===== config.mk =====
export PLATFORM = sky130hd
export DESIGN_NAME = lc3_fetch_unit_flat
export DESIGN_NICKNAME = d
export VERILOG_FILES = /design/src/rtl/lc3_pkg.sv /design/src/rtl/lc3_fetch_unit_if.sv /design/src/rtl/lc3_wait_timer.sv /design/src/rtl/lc3_fetch_unit.sv /design/src/flat_wrapper.sv
export SDC_FILE = /design/constraint.sdc
export NUM_CORES = 1
export LEC_CHECK = 0
export CORE_MARGIN = 2
export CORE_UTILIZATION = 41
export CTS_BUF_LIST = sky130_fd_sc_hd__clkbuf_8
export DETAILED_ROUTE_END_ITERATION = 8
export PLACE_DENSITY = 0.76
export SETUP_SLACK_MARGIN = 0.3
export SYNTH_ARGS = -nofsm -noshare
export SYNTH_HDL_FRONTEND = slang
export SYNTH_HIERARCHICAL = 1
export SYNTH_SLANG_ARGS = --single-unit

===== constraint.sdc =====
create_clock -name clk -period 2.65 [get_ports clk]
set_input_delay 0.6625 -clock clk [delete_from_list [all_inputs] [get_ports clk]]
set_output_delay 0.6625 -clock clk [all_outputs]
set_load 0.005 [all_outputs]

===== src/rtl/lc3_pkg.sv =====
// Shared LC-3 datapath definitions: fetch state encoding, PC source selects
// and the machine word width.
package lc3_pkg;

   localparam int WORD_W = 16;

   localparam logic [1:0] SEL_PC_INC = 2'b00;
   localparam logic [1:0] SEL_PC_EAB = 2'b01;
   localparam logic [1:0] SEL_PC_BUS = 2'b10;

   typedef enum logic [2:0] {
      ST_IDLE  = 3'd0,
      ST_ADDR  = 3'd1,
      ST_WAIT  = 3'd2,
      ST_LOAD  = 3'd3,
      ST_HOLD  = 3'd4,
      ST_FAULT = 3'd5
   } fetch_state_e;

endpackage


===== src/rtl/lc3_fetch_unit_if.sv =====
// Signal bundle between the fetch unit (master) and its PC, memory and
// decode neighbours (slave).
interface lc3_fetch_unit_if
   import lc3_pkg::*;
#(
   parameter int ADDR_W = 16,
   parameter int DATA_W = 16
);
   // Memory: mem_en stays high until the first cycle mem_rdy=1, data is taken
   // that same cycle. Decode: ir_out transfers on a cycle with ir_valid=1 and
   // ir_ready=1; ir_valid and ir_out stay stable until then.
   logic              run;
   logic [ADDR_W-1:0] pc_in;
   logic [ADDR_W-1:0] mem_addr;
   logic              mem_en;
   logic              mem_rdy;
   logic [DATA_W-1:0] mem_data;
   logic              ld_pc;
   logic [1:0]        sel_pc;
   logic [DATA_W-1:0] ir_out;
   logic              ir_valid;
   logic              ir_ready;
   logic              busy;
   logic              fault;
   fetch_state_e      dbg_state;

   modport master (
      input  run, pc_in, mem_rdy, mem_data, ir_ready,
      output mem_addr, mem_en, ld_pc, sel_pc, ir_out, ir_valid, busy, fault,
             dbg_state
   );

   modport slave (
      output run, pc_in, mem_rdy, mem_data, ir_ready,
      input  mem_addr, mem_en, ld_pc, sel_pc, ir_out, ir_valid, busy, fault,
             dbg_state
   );

endinterface


===== src/rtl/lc3_wait_timer.sv =====
// Up-counter with synchronous clear, parallel load and count enable; last_o
// flags that the count equals last_val_i.
module lc3_wait_timer
   import lc3_pkg::*;
#(
   parameter int W = 8
) (
   input  logic         clk_i,
   input  logic         rst_i,
   input  logic         clr_i,
   input  logic         ld_i,
   input  logic [W-1:0] ld_val_i,
   input  logic         en_i,
   input  logic [W-1:0] last_val_i,
   output logic         last_o
);

   logic [W-1:0] cnt_q, cnt_d;

   always_comb begin
      cnt_d = cnt_q;
      if (clr_i)      cnt_d = '0;
      else if (ld_i)  cnt_d = ld_val_i;
      else if (en_i)  cnt_d = cnt_q + W'(1);
   end

   always_ff @(posedge clk_i) begin
      if (rst_i) cnt_q <= '0;
      else       cnt_q <= cnt_d;
   end

   assign last_o = (cnt_q == last_val_i);

endmodule


===== src/rtl/lc3_fetch_unit.sv =====
// LC-3 instruction fetch sequencer: PC -> MAR, wait on R, MDR -> IR, PC
// increment strobe, then hand the instruction to decode.
module lc3_fetch_unit
   import lc3_pkg::*;
#(
   parameter int ADDR_W  = 16,
   parameter int DATA_W  = 16,
   parameter int TIMEOUT = 255
) (
   input  logic             clk,
   input  logic             reset,
   lc3_fetch_unit_if.master bus
);

   localparam int CNT_W = (TIMEOUT > 0) ? $clog2(TIMEOUT + 1) : 1;
   // The terminal flag marks the last tolerated idle WAIT cycle.
   localparam logic [CNT_W-1:0] CNT_LAST = (TIMEOUT > 0) ? CNT_W'(TIMEOUT - 1) : '0;

   fetch_state_e      state_q, state_d;
   logic [ADDR_W-1:0] mem_addr_q, mem_addr_d;
   logic              mem_en_q, mem_en_d;
   logic [DATA_W-1:0] ir_q, ir_d;
   logic              ir_valid_q, ir_valid_d;
   logic              tmr_clr, tmr_en, tmr_last, timeout_hit;

   lc3_wait_timer #(.W(CNT_W)) u_wait_timer (
      .clk_i      (clk),
      .rst_i      (reset),
      .clr_i      (tmr_clr),
      .ld_i       (1'b0),
      .ld_val_i   ({CNT_W{1'b0}}),
      .en_i       (tmr_en),
      .last_val_i (CNT_LAST),
      .last_o     (tmr_last)
   );

   assign timeout_hit = (TIMEOUT != 0) && tmr_last;

   always_comb begin
      state_d    = state_q;
      mem_addr_d = mem_addr_q;
      mem_en_d   = mem_en_q;
      ir_d       = ir_q;
      ir_valid_d = ir_valid_q;
      tmr_clr    = 1'b0;
      tmr_en     = 1'b0;
      case (state_q)
         ST_IDLE: if (bus.run) state_d = ST_ADDR;
         ST_ADDR: begin
            mem_addr_d = bus.pc_in;
            mem_en_d   = 1'b1;
            tmr_clr    = 1'b1;
            state_d    = ST_WAIT;
         end
         ST_WAIT: begin
            // A ready on the final allowed cycle still captures.
            if (bus.mem_rdy) begin
               ir_d     = bus.mem_data;
               mem_en_d = 1'b0;
               state_d  = ST_LOAD;
            end else if (timeout_hit) begin
               mem_en_d = 1'b0;
               state_d  = ST_FAULT;
            end else begin
               tmr_en = 1'b1;
            end
         end
         ST_LOAD: begin
            ir_valid_d = 1'b1;
            state_d    = ST_HOLD;
         end
         ST_HOLD: begin
            if (bus.ir_ready) begin
               ir_valid_d = 1'b0;
               state_d    = bus.run ? ST_ADDR : ST_IDLE;
            end
         end
         ST_FAULT: begin
            mem_en_d   = 1'b0;
            ir_valid_d = 1'b0;
         end
         default: state_d = ST_IDLE;
      endcase
   end

   always_ff @(posedge clk) begin
      if (reset) begin
         state_q    <= ST_IDLE;
         mem_addr_q <= '0;
         mem_en_q   <= 1'b0;
         ir_q       <= '0;
         ir_valid_q <= 1'b0;
      end else begin
         state_q    <= state_d;
         mem_addr_q <= mem_addr_d;
         mem_en_q   <= mem_en_d;
         ir_q       <= ir_d;
         ir_valid_q <= ir_valid_d;
      end
   end

   assign bus.mem_addr  = mem_addr_q;
   assign bus.mem_en    = mem_en_q;
   assign bus.ir_out    = ir_q;
   assign bus.ir_valid  = ir_valid_q;
   assign bus.ld_pc     = (state_q == ST_LOAD);
   assign bus.sel_pc    = SEL_PC_INC;
   assign bus.busy      = (state_q != ST_IDLE);
   assign bus.fault     = (state_q == ST_FAULT);
   assign bus.dbg_state = state_q;

endmodule


===== src/flat_wrapper.sv =====
// flat-port wrapper written by rule: the top's interface ports become plain ports
module lc3_fetch_unit_flat import lc3_pkg::*;
#(
   parameter int ADDR_W  = 16,
   parameter int DATA_W  = 16,
   parameter int TIMEOUT = 255
)
  (clk, reset, bus_run, bus_pc_in, bus_mem_rdy, bus_mem_data, bus_ir_ready, bus_mem_addr, bus_mem_en, bus_ld_pc, bus_sel_pc, bus_ir_out, bus_ir_valid, bus_busy, bus_fault, bus_dbg_state);
  lc3_fetch_unit_if #(.ADDR_W(ADDR_W), .DATA_W(DATA_W)) bus_i ();
  input  logic clk;
  input  logic reset;
  input wire logic [$bits(bus_i.run)-1:0] bus_run;
  input wire logic [$bits(bus_i.pc_in)-1:0] bus_pc_in;
  input wire logic [$bits(bus_i.mem_rdy)-1:0] bus_mem_rdy;
  input wire logic [$bits(bus_i.mem_data)-1:0] bus_mem_data;
  input wire logic [$bits(bus_i.ir_ready)-1:0] bus_ir_ready;
  output wire logic [$bits(bus_i.mem_addr)-1:0] bus_mem_addr;
  output wire logic [$bits(bus_i.mem_en)-1:0] bus_mem_en;
  output wire logic [$bits(bus_i.ld_pc)-1:0] bus_ld_pc;
  output wire logic [$bits(bus_i.sel_pc)-1:0] bus_sel_pc;
  output wire logic [$bits(bus_i.ir_out)-1:0] bus_ir_out;
  output wire logic [$bits(bus_i.ir_valid)-1:0] bus_ir_valid;
  output wire logic [$bits(bus_i.busy)-1:0] bus_busy;
  output wire logic [$bits(bus_i.fault)-1:0] bus_fault;
  output wire logic [$bits(bus_i.dbg_state)-1:0] bus_dbg_state;
  assign bus_i.run = bus_run;
  assign bus_i.pc_in = bus_pc_in;
  assign bus_i.mem_rdy = bus_mem_rdy;
  assign bus_i.mem_data = bus_mem_data;
  assign bus_i.ir_ready = bus_ir_ready;
  assign bus_mem_addr = bus_i.mem_addr;
  assign bus_mem_en = bus_i.mem_en;
  assign bus_ld_pc = bus_i.ld_pc;
  assign bus_sel_pc = bus_i.sel_pc;
  assign bus_ir_out = bus_i.ir_out;
  assign bus_ir_valid = bus_i.ir_valid;
  assign bus_busy = bus_i.busy;
  assign bus_fault = bus_i.fault;
  assign bus_dbg_state = bus_i.dbg_state;
  lc3_fetch_unit #(.ADDR_W(ADDR_W), .DATA_W(DATA_W), .TIMEOUT(TIMEOUT)) u_core (.clk(clk), .reset(reset), .bus(bus_i));
endmodule

Word level (Yosys, flattened, before mapping)
Cells that the tools add are included.
{"block": "word_totals", "register_bits": 45, "latch_bits": 0, "mem_bits_rw": 0, "mem_bits_ro": 0, "in_bits": 37, "memories": 0}
{"block": "classes", "n_addsub": 1, "multipliers": 0, "n_div": 0, "magnitude_cmp": 0, "n_eq_ne": 9, "shift": 0, "muxes": 15, "n_bitwise": 1, "reduce_logical": 9}
{"cell": "one-hot mux 3 bit (6 select lines)", "count": 1}
{"cell": "2-to-1 mux 3 bit", "count": 4}
{"cell": "nonzero test 3 bit", "count": 3}
{"cell": "adder 8 x 1 -> 8 bit (second input constant)", "count": 1}
{"cell": "== test 8 bit (second input constant)", "count": 1}
{"cell": "2-to-1 mux 1 bit", "count": 8}
{"cell": "== test 3 x 2 -> 1 bit (second input constant)", "count": 2}
{"cell": "== test 3 bit (second input constant)", "count": 2}
{"cell": "one-hot mux 1 bit (3 select lines)", "count": 2}
{"cell": "AND reduction 2 bit", "count": 3}
{"cell": "!= test 2 bit (second input constant)", "count": 2}
{"cell": "AND reduction 4 bit", "count": 1}
{"cell": "== test 3 x 1 -> 1 bit (second input constant)", "count": 1}
{"cell": "zero test 3 bit", "count": 1}
{"cell": "!= test 3 x 2 -> 1 bit (second input constant)", "count": 1}
{"cell": "OR reduction 2 bit", "count": 1}
{"cell": "inverter 1 bit", "count": 1}

Depth between registers and ports, before layout
Gate-level depths: netlist of run 1.
{"block": "logic_depth", "ltp_word": 4, "depth_mapped": 9, "depth_no_buf": 8}

By module
Netlist of run 1, hierarchy kept.
{"mod": "lc3_fetch_unit", "n_inst": 1, "cells_per_inst": 186, "area_each_um2": 1485.2}
{"mod": "lc3_wait_timer", "n_inst": 1, "cells_per_inst": 59, "area_each_um2": 528.0}

Least setup slack after synthesis of run 1
No wires, ideal clock.
{"block": "synth_path", "kind": "in2reg", "from": "input bus_mem_rdy", "to": "register u_core.u_wait_timer.cnt_q[7]", "t_arrival_ps": 1761, "t_required_ps": 2555, "slack_ps": 793, "stages": 6, "n_path_buf": 1, "cell_sequence": "nor2_1 -> and2_1 -> buf_4 -> nor4b_4 -> or4b_1 -> o311ai_1"}
{"block": "synth_between", "elab_chain_cells": 2}
{"element": "start, declared", "line": "flat_wrapper.sv:14", "text": "input wire logic [$bits(bus_i.mem_rdy)-1:0] bus_mem_rdy;"}
{"element": "2-to-1 mux 1 bit", "line": "lc3_fetch_unit.sv:57", "text": "if (bus.mem_rdy) begin"}
{"element": "2-to-1 mux 1 bit", "line": "lc3_fetch_unit.sv:47", "text": "case (state_q)"}
{"element": "via u_core.tmr_en", "line": "lc3_fetch_unit.sv:24", "text": "logic tmr_clr, tmr_en, tmr_last, timeout_hit;"}
{"element": "end signal, assigned", "line": "lc3_wait_timer.sv:29", "text": "else cnt_q <= cnt_d;"}
{"element": "end, declared", "line": "lc3_wait_timer.sv:18", "text": "logic [W-1:0] cnt_q, cnt_d;"}
The timed path passes the listed nets, and every way through them passes these cells.
A chain may end at the register's enable or synchronous reset.

Worst setup path in the final report of run 1
{"block": "layout_path", "from": "register u_core.state_q[2] (netlist: u_core/bus.dbg_state[2])", "to": "output bus_ld_pc"}
{"block": "layout_between", "elab_chain_cells": 1}
{"element": "start, declared", "line": "lc3_fetch_unit.sv:19", "text": "fetch_state_e state_q, state_d;"}
{"element": "start signal, assigned", "line": "lc3_fetch_unit.sv:94", "text": "state_q <= state_d;"}
{"element": "== test 3 x 2 -> 1 bit", "line": "lc3_fetch_unit.sv:106", "text": "assign bus.ld_pc = (state_q == ST_LOAD);"}
{"element": "end, declared", "line": "flat_wrapper.sv:19", "text": "output wire logic [$bits(bus_i.ld_pc)-1:0] bus_ld_pc;"}
Every way passes these cells.

==> run metrics, run 1 <==
RSZ-0062 raised after global routing=no; placed cells=397; Top Family by Delay on Critical Path=buffers and inverters; Gate Count Post-Synth=245; Num CTS Buffers=5; Slowest cell on crit path=clkdlybuf4s50_1; hold_buf cts=0; DR WL/cell=11.7 um; Max Clk Rate=445 MHz; Critical Path Source Type=flop; final WL=4750 um; DR vias/cell=4.80; worst path bufs/invs=2; worst-path cell chain=buf_4 > nor3b_1 > clkdlybuf4s50_1; Sink Count=45; die area=5490 sq um; leakage=0.00106 uW; Die H=74.1 um; Final Hold Vio Count=0; Port Buffers=76; DRC viols=0; crit path max fanout=10; CP required=1.99 ns; global route overflow=0; CP endpoint kind=primary output; antenna-violating nets left=0; Final setup viols=0; Core Area=4720 sq um; largest net degree at the start of global routing=27; CTS resizes=0; Worst Hold Class=reg -> reg; Rows=25; Synth Flop Type=dfxtp_1; worst slew pin tran=0.584 ns; Initial Util=42.6%; critical path class=reg -> out; Arrival @ worst endpoint=1.59 ns; register area share after synthesis=44.7%; max-cap viol count=0; final slew viol count=0; clk buf depth=2; Peak VDD IR=0.000399 V; commonest non-fill, non-tap cell in the layout=clkdlybuf4s50_1; Pre-antenna DRT Iters=4; share of post-route cells with drive strength above 1=8.88%; pwr dens=760 nW/um^2; number of H-tree levels=2; synthesis-to-layout area growth=47.5%; Final min period=2.25 ns; Post-CTS Setup Bufs=0; Seq cells post-synth=45; total number of yosys warnings=6; number of synthesized flops with an enable pin=0; Clock Latency Late Sink=0.30 ns; CTS tree=done; Die X=74.1 um; GPL Wtd Cong=0.809; clock skew=0.00522 ns; number of global-route vias before repair=1818; initial DRC count=163; commonest non-fill, non-tap cells in the layout=75 x clkdlybuf4s50_1, 71 x nand2_1, 44 x dfxtp_1; Worst path max stage delay=0.53 ns; num ports=79; Cell variety after synth=38; setup TNS=0 ns; CTS root buffer=clkbuf_8; final std cells w/o fill=405; CTS clock-pin slew for the worst setup and hold paths=0.09 ns; DP HPWL=3370 um; total track usage=18.4%; initial antenna violation count=0; Cell Area, Synth=2010 sq um; syn avg cell area=8.22 sq um; Final #Nets=375; via count=1945; relative slew slack=61.0%; asr flop ratio synth=0%; Final period util=84.8%; n_diodes=0; first-pass GRT wire length=7870 um; status=finished clean
per-stage QoR:
step / utilization, % / setup slack (ns) / power (uW) / instance area, sq um / hold slack, ns
after global placement: 60.9 / 0.287 / 1830 / 2880 / 0.440
final: 62.9 / 0.402 / 2260 / 2970 / 0.455
after global routing: 62.9 / 0.318 / 2420 / 2970 / 0.473
after CTS: 62.7 / 0.310 / 2270 / 2960 / 0.458
after floorplan: - / 0.793 / 1460 / 2090 / 0.453
after detailed placement: 60.9 / 0.251 / 1850 / 2880 / 0.446
Yosys cell counts, types with 2 or more instances:
master,number,area share [%]
buf_2,6,1.5
a21oi_2,9,3.9
xnor2_1,9,3.9
buf_4,3,1.1
nor2_1,7,1.3
xor2_1,3,1.3
clkbuf_1,6,1.1
nand2_1,71,13
a2111oi_0,4,1.7
nor3_1,2,0.50
mux2i_1,2,0.99
buf_6,2,1.1
inv_1,3,0.56
o21ai_0,8,2.0
dfxtp_1,45,45
nor3b_1,3,1.1
a21oi_1,30,7.5
a31oi_1,3,0.93
conb_1,2,0.37
or3_1,4,1.2
nand4_1,4,1.2
o211a_1,2,0.99
and2_1,2,0.62
flip-flops by register name (all words and copies together), names as in the netlist:
signal	flops
u_core/bus.ir_valid	1
u_core/bus.dbg_state	3
u_core/bus.mem_en	1
u_core/u_wait_timer/cnt_q	8
u_core/bus.mem_addr	16
u_core/bus.ir_out	16
area by class of cell:
type,count,area [sq um]
fill,428,1750
sequential,45,902
inverter,5,23.8
clock inverter,3,18.8
multi-input combinational,198,1070
clock buffer,5,68.8
timing repair buffer,82,801
tap,67,83.8
final timing paths:
check | slack [ns] | endpoint | from | cells past startpoint
max | 0.40 | bus_ld_pc | u_core/bus.dbg_state[2]$_SDFFE_PP0P_ | 3
min | 0.45 | u_core/bus.mem_addr[5]$_SDFFE_PP0P_ | u_core/bus.mem_addr[5]$_SDFFE_PP0P_ | 2
max reg2reg | 0.60 | u_core/u_wait_timer/cnt_q[5]$_SDFFE_PP0P_ | u_core/u_wait_timer/cnt_q[0]$_SDFFE_PP0P_ | 9
min reg2reg | 0.45 | u_core/bus.mem_addr[5]$_SDFFE_PP0P_ | u_core/bus.mem_addr[5]$_SDFFE_PP0P_ | 2
cells by family after synthesis:
kind of cell	Yosys count	share of synthesized area, %
xor gates and xnor gates	12	5.22
adders and majority gates	1	0.621
buffers and inverters	22	6.03
and+or+nand+nor	99	22.7
DFF	45	44.7
other	2	0.373
muxes	2	0.994
AOI/OAI and AO/OA	62	19.3
worst register-to-register path, cell delays in order (launching register included):
cell and delay [ns]:
dfxtp_1 0.46, xnor2_1 0.11, nand4_1 0.09, nor2_1 0.09, nor2_1 0.19, and2_1 0.25
buf_4 0.17, nand4_1 0.14, or3_1 0.34, a31oi_1 0.16
report_power, final:
| part | switching, uW | internal [uW] |
|---|---|---|
| Clock | 240 | 182 |
| Combinational | 421 | 475 |
| Sequential | 120 | 816 |
| Total | 782 | 1470 |
metal layers:
| metal | wire (um) | global-route usage (%) | vias up |
|---|---|---|---|
| li1 | - | - | 988 |
| met1 | 2110 | 22.1 | 883 |
| met2 | 2190 | 31.3 | 64 |
| met3 | 339 | 3.79 | 10 |
| met4 | 112 | 9.29 | 0 |
| met5 | 0 | 0 | - |
Note: power is estimated with default switching activity, not from simulation.
==> inputs of run 2 (changes only) <==
- clock period: 2.65 -> 2.4 ns (I/O delays scaled with it)
==> run 2 against run 1 <==
Compared with the run above: routed wire length shrank 1.2%; clock power grew 32%; first-iteration DRC count shrank 52%; non-clock buffer count grew 2; register-to-register slack lost 0.18 ns; critical endpoint is now u_core/u_wait_timer/cnt_q[2]$_SDFFE_PP0P_; global-route usage shrank 0.99 points; setup slack gained 0.0034 ns; largest cell class unchanged; combinational power grew 10%; sequential power grew 11%; sequential share of layout area shrank 0.42 points; design area grew 1.7%.
==> run metrics, run 2 (synthesis gave the netlist of run 1 again) <==
status=finished clean; hold_ws=0.455 ns; CTS root buffer=clkbuf_8; final worst slack=0.406 ns; Max Clk Rate=501 MHz; relative slew slack=61.2%; crit path max fanout=6; commonest non-fill, non-tap cells in the layout=72 x clkdlybuf4s50_1, 71 x nand2_1, 42 x dfxtp_1; Critical Path Source Type=input pin; setup TNS=0 ns; DP HPWL=3340 um; CP required=2.56 ns; reg-to-reg endpoint=u_core/u_wait_timer/cnt_q[2]$_SDFFE_PP0P_; Worst Hold Depth=2; Seq. cell area=905 sq um; pre-CTS setup slack=0.104 ns; Core Area=4720 sq um; Pre-antenna DRT Iters=4; Hold Path Origin=u_core/bus.ir_out[11]$_SDFFE_PP0P_; Rows=25; clk buf depth=2; cells on worst reg2reg path=9; Final Util=63.9%; Final min period=1.99 ns; worst slew pin tran=0.567 ns; Multi-input gate area=1080 sq um; Clock Latency Late Sink=0.28 ns; synthesis-to-layout area growth=50.0%; CP endpoint kind=flop; Crit Reg-Reg Startpoint=u_core/u_wait_timer/cnt_q[2]$_SDFFE_PP0P_; final slew viol count=0; Final #Nets=377; CTS tree=done; GPL Wtd Cong=0.803; DR WL/cell=11.5 um; hold path endpoint=u_core/bus.ir_out[11]$_SDFFE_PP0P_; pwr dens=855 nW/um^2; initial DRC count=79; final WL=4690 um; n_diodes=0; reg2reg setup slack=0.42 ns; Peak VDD IR=0.000425 V; via count=1909; leakage=0.00113 uW; CTS resizes=3; Num CTS Buffers=5; clock skew=0.00388 ns; DR vias/cell=4.69; share of post-route cells with drive strength above 1=10.6%; commonest non-fill, non-tap cell in the layout=clkdlybuf4s50_1; die area=5490 sq um; Arrival @ worst endpoint=2.16 ns; first-pass GRT wire length=7560 um; max-cap viol count=0; Post-CTS Setup Bufs=0; initial antenna violation count=0; Final period util=83.1%; Port Buffers=76; Die H=74.1 um; Sink Count=45; Worst Hold Class=reg -> reg; Final Hold Vio Count=0; critical path class=in -> reg; number of global-route vias before repair=1719; num ports=79; DRC viols=0; CTS clock-pin slew for the worst setup and hold paths=0.08 ns; RSZ-0062 raised after global routing=yes; antenna-violating nets left=0; hold_buf cts=0; Final setup viols=0; fill count=429; global route overflow=0; Initial Util=42.6%; Die X=74.1 um; largest net degree at the start of global routing=21; total track usage=17.5%; number of H-tree levels=2
[run 2: critical path, stage by stage]
cell             delay (ns)
clkdlybuf4s50_1        0.44
nor2_2                 0.16
and2_1                 0.16
buf_4                  0.16
nand2_1                0.10
xor2_1                 0.14
a2111oi_0              0.39
[run 2: per-layer routing]
| layer | vias up | wire length [um] | track usage, % |
|---|---|---|---|
| li1 | 993 | - | - |
| met1 | 850 | 2140 | 20.5 |
| met2 | 62 | 2190 | 30.4 |
| met3 | 4 | 322 | 4.88 |
| met4 | 0 | 46 | 6.26 |
| met5 | - | 0 | 0 |
[run 2: layout make-up]
| cell class | count | share of cell area [%] |
|---|---|---|
| timing repair buffer | 84 | 27.1 |
| sequential | 45 | 30.0 |
| clock inverter | 3 | 1.41 |
| inverter | 5 | 0.787 |
| multi-input combinational | 198 | 35.6 |
| clock buffer | 5 | 2.28 |
| tap | 67 | 2.78 |
[run 2: per-stage QoR]
step | cell area [sq um] | cells | total power (uW)
2_1_floorplan | 2090 | 265 | 1620
3_3_place_gp | 2890 | 399 | 2030
3_5_place_dp | 2890 | 399 | 2050
4_1_cts | 3000 | 407 | 2610
5_1_grt | 3020 | 407 | 2760
6_report | 3020 | 407 | 2580
[run 2: worst max path at each step]
stage	startpoint	to	slack (ns)	cells after the start
2_1_floorplan	u_core/u_wait_timer/cnt_q[3]$_SDFFE_PP0P_	u_core/u_wait_timer/cnt_q[7]$_SDFFE_PP0P_	0.60	9
3_3_place_gp	bus_mem_rdy	u_core/u_wait_timer/cnt_q[5]$_SDFFE_PP0P_	0.17	7
3_5_place_dp	bus_mem_rdy	u_core/u_wait_timer/cnt_q[2]$_SDFFE_PP0P_	0.10	7
4_1_cts	u_core/bus.dbg_state[2]$_SDFFE_PP0P_	bus_ld_pc	0.26	3
5_1_grt	u_core/u_wait_timer/cnt_q[2]$_SDFFE_PP0P_	u_core/u_wait_timer/cnt_q[2]$_SDFFE_PP0P_	0.23	9
6_report	bus_mem_rdy	u_core/u_wait_timer/cnt_q[2]$_SDFFE_PP0P_	0.41	7
[run 2: power by group]
| part | switching [uW] | total (uW) | internal [uW] | leakage (uW) |
|---|---|---|---|---|
| clock | 246 | 555 | 308 | 0.0000595 |
| sequential | 133 | 1040 | 903 | 0.000368 |
| combinational | 471 | 991 | 520 | 0.000702 |
| total | 850 | 2580 | 1730 | 0.00113 |
